==> src/rtl/vga_sync_gen_if.sv <==
// ----------------------------------------------------------------------------
// vga_sync_gen_if
// Bundle of raster-timing outputs produced by vga_sync_gen.
//   pix_x, pix_y  : current pixel / line count (10 bits each)
//   hsync, vsync  : active-low sync pulses for the VGA connector
//   video_on      : high inside the visible area
//   p_tick        : one-clock pulse marking a pixel advance
//   frame_tick    : one-clock pulse on the last pixel of a frame
// master modport : the timing generator (drives everything)
// slave modport  : pixel generators / RGB mux (read only)
// ----------------------------------------------------------------------------
interface vga_sync_gen_if;
    logic [9:0] pix_x;
    logic [9:0] pix_y;
    logic       hsync;
    logic       vsync;
    logic       video_on;
    logic       p_tick;
    logic       frame_tick;

    modport master (
        output pix_x, pix_y, hsync, vsync, video_on, p_tick, frame_tick
    );

    modport slave (
        input  pix_x, pix_y, hsync, vsync, video_on, p_tick, frame_tick
    );
endinterface

==> src/rtl/vga_sync_gen.sv <==
// ----------------------------------------------------------------------------
// vga_sync_gen
// VGA raster timing generator: a clock divider produces the pixel tick, which
// advances horizontal and vertical counters; sync pulses are registered from
// the next-state counter values so they switch on the same edge as the
// counters. Default timing is 640x480 @ 60 Hz from a 100 MHz clock.
// Ports:
//   clk_i   : system clock, rising edge
//   rst_n_i : asynchronous active-low reset (restarts the frame at 0,0)
//   vga     : vga_sync_gen_if.master (pix_x, pix_y, hsync, vsync, video_on,
//             p_tick, frame_tick)
// ----------------------------------------------------------------------------
module vga_sync_gen #(
    parameter int H_DISPLAY = 640,
    parameter int H_FRONT   = 16,
    parameter int H_SYNC    = 96,
    parameter int H_BACK    = 48,
    parameter int V_DISPLAY = 480,
    parameter int V_FRONT   = 10,
    parameter int V_SYNC    = 2,
    parameter int V_BACK    = 33,
    parameter int PIX_DIV   = 4
) (
    input  logic             clk_i,
    input  logic             rst_n_i,
    vga_sync_gen_if.master   vga
);

    localparam int H_TOTAL = H_DISPLAY + H_FRONT + H_SYNC + H_BACK;
    localparam int V_TOTAL = V_DISPLAY + V_FRONT + V_SYNC + V_BACK;
    localparam int DIV_W   = (PIX_DIV > 1) ? $clog2(PIX_DIV) : 1;

    localparam logic [DIV_W-1:0] DIV_LAST = DIV_W'(PIX_DIV - 1);
    localparam logic [DIV_W-1:0] DIV_ONE  = DIV_W'(1);
    localparam logic [9:0] H_LAST   = 10'(H_TOTAL - 1);
    localparam logic [9:0] V_LAST   = 10'(V_TOTAL - 1);
    localparam logic [9:0] H_VIS    = 10'(H_DISPLAY);
    localparam logic [9:0] V_VIS    = 10'(V_DISPLAY);
    localparam logic [9:0] HS_FIRST = 10'(H_DISPLAY + H_FRONT);
    localparam logic [9:0] HS_LAST  = 10'(H_DISPLAY + H_FRONT + H_SYNC - 1);
    localparam logic [9:0] VS_FIRST = 10'(V_DISPLAY + V_FRONT);
    localparam logic [9:0] VS_LAST  = 10'(V_DISPLAY + V_FRONT + V_SYNC - 1);

    // Counters are 10 bits wide, so the raster must fit in 1024x1024.
    if (H_TOTAL > 1024) begin : g_bad_h_total
        $error("vga_sync_gen: H_TOTAL exceeds 1024");
    end
    if (V_TOTAL > 1024) begin : g_bad_v_total
        $error("vga_sync_gen: V_TOTAL exceeds 1024");
    end
    if (PIX_DIV < 1) begin : g_bad_pix_div
        $error("vga_sync_gen: PIX_DIV must be at least 1");
    end

    logic [DIV_W-1:0] div_q, div_d;
    logic [9:0]       x_q, x_d;
    logic [9:0]       y_q, y_d;
    logic             hsync_q, hsync_d;
    logic             vsync_q, vsync_d;
    logic             p_tick_s;

    // With PIX_DIV=1 the divider sits at 0 == DIV_LAST, so p_tick is held high.
    assign p_tick_s = (div_q == DIV_LAST);

    // Next-state for divider, raster counters and the syncs derived from them.
    always_comb begin
        div_d   = div_q;
        x_d     = x_q;
        y_d     = y_q;
        hsync_d = 1'b1;
        vsync_d = 1'b1;

        if (p_tick_s) begin
            div_d = '0;
            if (x_q == H_LAST) begin
                x_d = 10'd0;
                if (y_q == V_LAST) begin
                    y_d = 10'd0;
                end else begin
                    y_d = y_q + 10'd1;
                end
            end else begin
                x_d = x_q + 10'd1;
                y_d = y_q;
            end
        end else begin
            div_d = div_q + DIV_ONE;
            x_d   = x_q;
            y_d   = y_q;
        end

        // Decoding the next-state counters keeps syncs aligned to pix_x/pix_y.
        if ((x_d >= HS_FIRST) && (x_d <= HS_LAST)) begin
            hsync_d = 1'b0;
        end else begin
            hsync_d = 1'b1;
        end

        if ((y_d >= VS_FIRST) && (y_d <= VS_LAST)) begin
            vsync_d = 1'b0;
        end else begin
            vsync_d = 1'b1;
        end
    end

    // State registers; reset restarts the raster at (0,0) with syncs idle.
    always_ff @(posedge clk_i or negedge rst_n_i) begin
        if (!rst_n_i) begin
            div_q   <= '0;
            x_q     <= 10'd0;
            y_q     <= 10'd0;
            hsync_q <= 1'b1;
            vsync_q <= 1'b1;
        end else begin
            div_q   <= div_d;
            x_q     <= x_d;
            y_q     <= y_d;
            hsync_q <= hsync_d;
            vsync_q <= vsync_d;
        end
    end

    assign vga.pix_x      = x_q;
    assign vga.pix_y      = y_q;
    assign vga.hsync      = hsync_q;
    assign vga.vsync      = vsync_q;
    assign vga.p_tick     = p_tick_s;
    assign vga.video_on   = (x_q < H_VIS) && (y_q < V_VIS);
    assign vga.frame_tick = p_tick_s && (x_q == H_LAST) && (y_q == V_LAST);

endmodule

==> src/flat_wrapper.sv <==
// flat-port wrapper written by rule: the top's interface ports become plain ports
module vga_sync_gen_flat 
#(
    parameter int H_DISPLAY = 640,
    parameter int H_FRONT   = 16,
    parameter int H_SYNC    = 96,
    parameter int H_BACK    = 48,
    parameter int V_DISPLAY = 480,
    parameter int V_FRONT   = 10,
    parameter int V_SYNC    = 2,
    parameter int V_BACK    = 33,
    parameter int PIX_DIV   = 4
)
  (clk_i, rst_n_i, vga_pix_x, vga_pix_y, vga_hsync, vga_vsync, vga_video_on, vga_p_tick, vga_frame_tick);
  vga_sync_gen_if vga_i ();
  input  logic clk_i;
  input  logic rst_n_i;
  output wire logic [$bits(vga_i.pix_x)-1:0] vga_pix_x;
  output wire logic [$bits(vga_i.pix_y)-1:0] vga_pix_y;
  output wire logic [$bits(vga_i.hsync)-1:0] vga_hsync;
  output wire logic [$bits(vga_i.vsync)-1:0] vga_vsync;
  output wire logic [$bits(vga_i.video_on)-1:0] vga_video_on;
  output wire logic [$bits(vga_i.p_tick)-1:0] vga_p_tick;
  output wire logic [$bits(vga_i.frame_tick)-1:0] vga_frame_tick;
  assign vga_pix_x = vga_i.pix_x;
  assign vga_pix_y = vga_i.pix_y;
  assign vga_hsync = vga_i.hsync;
  assign vga_vsync = vga_i.vsync;
  assign vga_video_on = vga_i.video_on;
  assign vga_p_tick = vga_i.p_tick;
  assign vga_frame_tick = vga_i.frame_tick;
  vga_sync_gen #(.H_DISPLAY(H_DISPLAY), .H_FRONT(H_FRONT), .H_SYNC(H_SYNC), .H_BACK(H_BACK), .V_DISPLAY(V_DISPLAY), .V_FRONT(V_FRONT), .V_SYNC(V_SYNC), .V_BACK(V_BACK), .PIX_DIV(PIX_DIV)) u_core (.clk_i(clk_i), .rst_n_i(rst_n_i), .vga(vga_i));
endmodule
==> config.mk <==
export PLATFORM = sky130hd
export DESIGN_NAME = vga_sync_gen_flat
export DESIGN_NICKNAME = d
export VERILOG_FILES = /design/src/rtl/vga_sync_gen_if.sv /design/src/rtl/vga_sync_gen.sv /design/src/flat_wrapper.sv
export SDC_FILE = /design/constraint.sdc
export NUM_CORES = 1
export LEC_CHECK = 0
export BUFFER_PORTS_ARGS = -buffer_cell sky130_fd_sc_hd__buf_2
export CORE_ASPECT_RATIO = 1.1
export CORE_MARGIN = 2
export CORE_UTILIZATION = 48
export DETAILED_ROUTE_END_ITERATION = 12
export GPL_ROUTABILITY_DRIVEN = 0
export PLACE_DENSITY_LB_ADDON = 0.2
export SLEW_MARGIN = 20
export SYNTH_ARGS = -nofsm -noshare
export SYNTH_HDL_FRONTEND = slang
export SYNTH_SLANG_ARGS = --single-unit
==> constraint.sdc <==
create_clock -name clk_i -period 5.14 [get_ports clk_i]
set_input_delay 1.028 -clock clk_i [delete_from_list [all_inputs] [get_ports clk_i]]
set_output_delay 1.028 -clock clk_i [all_outputs]
set_load 0.01 [all_outputs]
==> results.json <==
{
  "ioPinCount": 27,
  "r2r_end": "u_core.vga.vsync",
  "synth_area_mm2": 0.001398,
  "wl_um": 2608,
  "power_density_mw_per_mm2": 187.7,
  "cts_hold_buf": 0,
  "r2r.worst_path.cells": 7,
  "tns_ps": 0,
  "port_buffers": 26,
  "ant_nets": 0,
  "cp-end-kind": "primary output",
  "htreeDepth": 1,
  "avgRoutedWirePerCell_um": 13.11,
  "nets": 173,
  "fin_crit_sh": 0.6115,
  "r2r_start": "u_core.div_q[0]",
  "ys_types": 43,
  "synth_area_per_cell_um2": 9.705,
  "reg2reg_setup_slack_ps": 2580,
  "fmax_ghz": 0.3182,
  "first_global_vias": 1032,
  "worstSetupPathType": "flop to primary output",
  "drc_errors": 0,
  "die_y_um": 60.60,
  "hold_end": "u_core.div_q[0]",
  "critPathLaunchType": "flop",
  "synth_most_common_cell": "dfrtp_1",
  "worstPathMaxFanout": 13,
  "ys_seq_area_frac": 0.4315,
  "synth_area_leaders": "dfrtp_1, xnor2_1, nor2_1",
  "cts.sinks": 24,
  "antenna_found_initial": 0,
  "fp.dieArea_mm2": 0.003360,
  "ctsRootBufferMaster": "clkbuf_4",
  "setup_viol": 0,
  "drv_slew": 0,
  "skew_ps": 8.572,
  "slew_headroom": 0.4854,
  "routed_via_density": 5.568,
  "status": "finished clean",
  "rsz0062_at_grt": "no",
  "cap_violations": 0,
  "fin_crit_ps": 3143,
  "met1_usage": 0.2311,
  "grtUsageMet2": 0.3180,
  "busiest_layer": "met2",
  "synth_nets": 150,
  "clkTransAtPathRegs_ps": 140,
  "grt_use_total": 0.1801,
  "syn_to_final_growth_pct": 11.28,
  "drtPass1Iterations": 4,
  "die-width_um": 55.45,
  "cts_tree": "built",
  "p_leak_nw": 0.7395,
  "synth_top_area_share": 0.3939,
  "cts_resized": 0,
  "first_iter_violations": 12,
  "initial_core_util": 0.5032,
  "yosysTopAreaCell": "dfrtp_1",
  "synth_common_cells": "dfrtp_1, nor2_1, nand2_1, nand3_1, xnor2_1",
  "finalPower_uw": 291.9,
  "n_antenna_cell": 0,
  "vdd_drop_max_v": 0.0001280,
  "vias": 1108,
  "final_hold_viol_count": 0,
  "synth-edff-count": 0,
  "synthesis.instances": 144,
  "core_mm2": 0.002778,
  "grt_pass1_wl_um": 4781,
  "worst_pin_slew_ps": 766.1,
  "clk_path_buf_depth": 2,
  "synthArstFlopShare": 1.000,
  "arrival_ps": 2120,
  "ys_ff_latch": 24,
  "numCtsBuffers": 3,
  "synth_flop_cell": "dfrtp_1",
  "worstHoldPathType": "flop to flop",
  "min_path_cells": 1,
  "place_area_mm2": 0.001519,
  "ys_warn_count": 0,
  "post_cts_buffers": 0,
  "cp.required_ps": 4110,
  "clkLatencyLatePin_ps": 310,
  "grt_overflow": 0,
  "detailed_place_hpwl_um": 1952,
  "rows": 20,
  "design_area_mm2": 0.001555,
  "grt_max_degree": 25,
  "drive_gt1_frac": 0.2349,
  "grt_util_met3": 0.02559,
  "min_from": "u_core.div_q[0]"
}
-- critical path, stage by stage (launching register included) --
cell and delay, ps:
dfrtp_1 380, ha_1 350, nand2_2 150, or4_4 640, nor2_1 150, buf_2 140
-- worst max path at each step --
stage / start / end / slack [ps] / cells after the start
6_report: u_core.div_q[0] / vga_frame_tick / 2000 / 5
2_1_floorplan: u_core.div_q[0] / vga_frame_tick / 2420 / 6
5_1_grt: u_core.div_q[0] / vga_frame_tick / 1840 / 5
3_5_place_dp: u_core.div_q[0] / vga_frame_tick / 2370 / 5
4_1_cts: u_core.div_q[0] / vga_frame_tick / 1980 / 5
3_3_place_gp: u_core.div_q[0] / vga_frame_tick / 2430 / 5
-- cells by family after synthesis --
kind of cell | share of synthesized area
AND/OR/NAND/NOR | 0.2901
flip-flops | 0.4315
AO/OA/AOI/OAI | 0.08595
XOR/XNOR | 0.08774
buffers and inverters | 0.04654
adder cells (fa/ha/maj) | 0.03581
multiplexers | 0.02238
-- cell usage in the layout (no fill, tap or decap), drive strengths merged, types with 3 or more instances in the layout --
cell	n
buf	26
dfrtp	22
nor2	16
nand2	14
o21ai	9
nand3	8
xnor2	8
nand4	7
xor2	6
inv	4
ha	4
clkbuf	4
and3	3
a21oi	3
nor3	3
-- final cells by class --
cell class	instances	area, um2
repair buffers	26	130.1
well taps	33	41.29
flip-flops and latches	24	603.1
clock buffers	4	36.28
multi-input cells	108	729.5
fillers	254	1222
inverters	4	15.01
-- per-layer routing --
metal / vias up / part of all wire
met5: - / 0
met4: 0 / 0.0073
met3: 2 / 0.038
met2: 25 / 0.52
met1: 530 / 0.44
li1: 551 / -
-- state kept, by name, summed over array words and instances, names as in the netlist --
name	cells
u_core.vga.pix_x	10
u_core.vga.pix_y	10
u_core.div_q	2
u_core.vga.hsync	1
u_core.vga.vsync	1
-- power breakdown --
group	internal [mW]	total (mW)	switching, mW
sequential	0.189	0.189	0
clock	0.0432	0.0992	0.0560
combinational	0.000271	0.00382	0.00354
-- per-stage QoR --
stage          setup WS, ps  instances    util  hold WS (ps)
2_1_floorplan          2422        144       -         403.1
3_3_place_gp           2429        195  0.5468         412.3
3_5_place_dp           2368        195  0.5468         427.9
4_1_cts                1982        199  0.5599         446.7
5_1_grt                1838        199  0.5599         462.1
6_report               1997        199  0.5599         442.1
No activity file was read; power rests on OpenSTA's default activity.
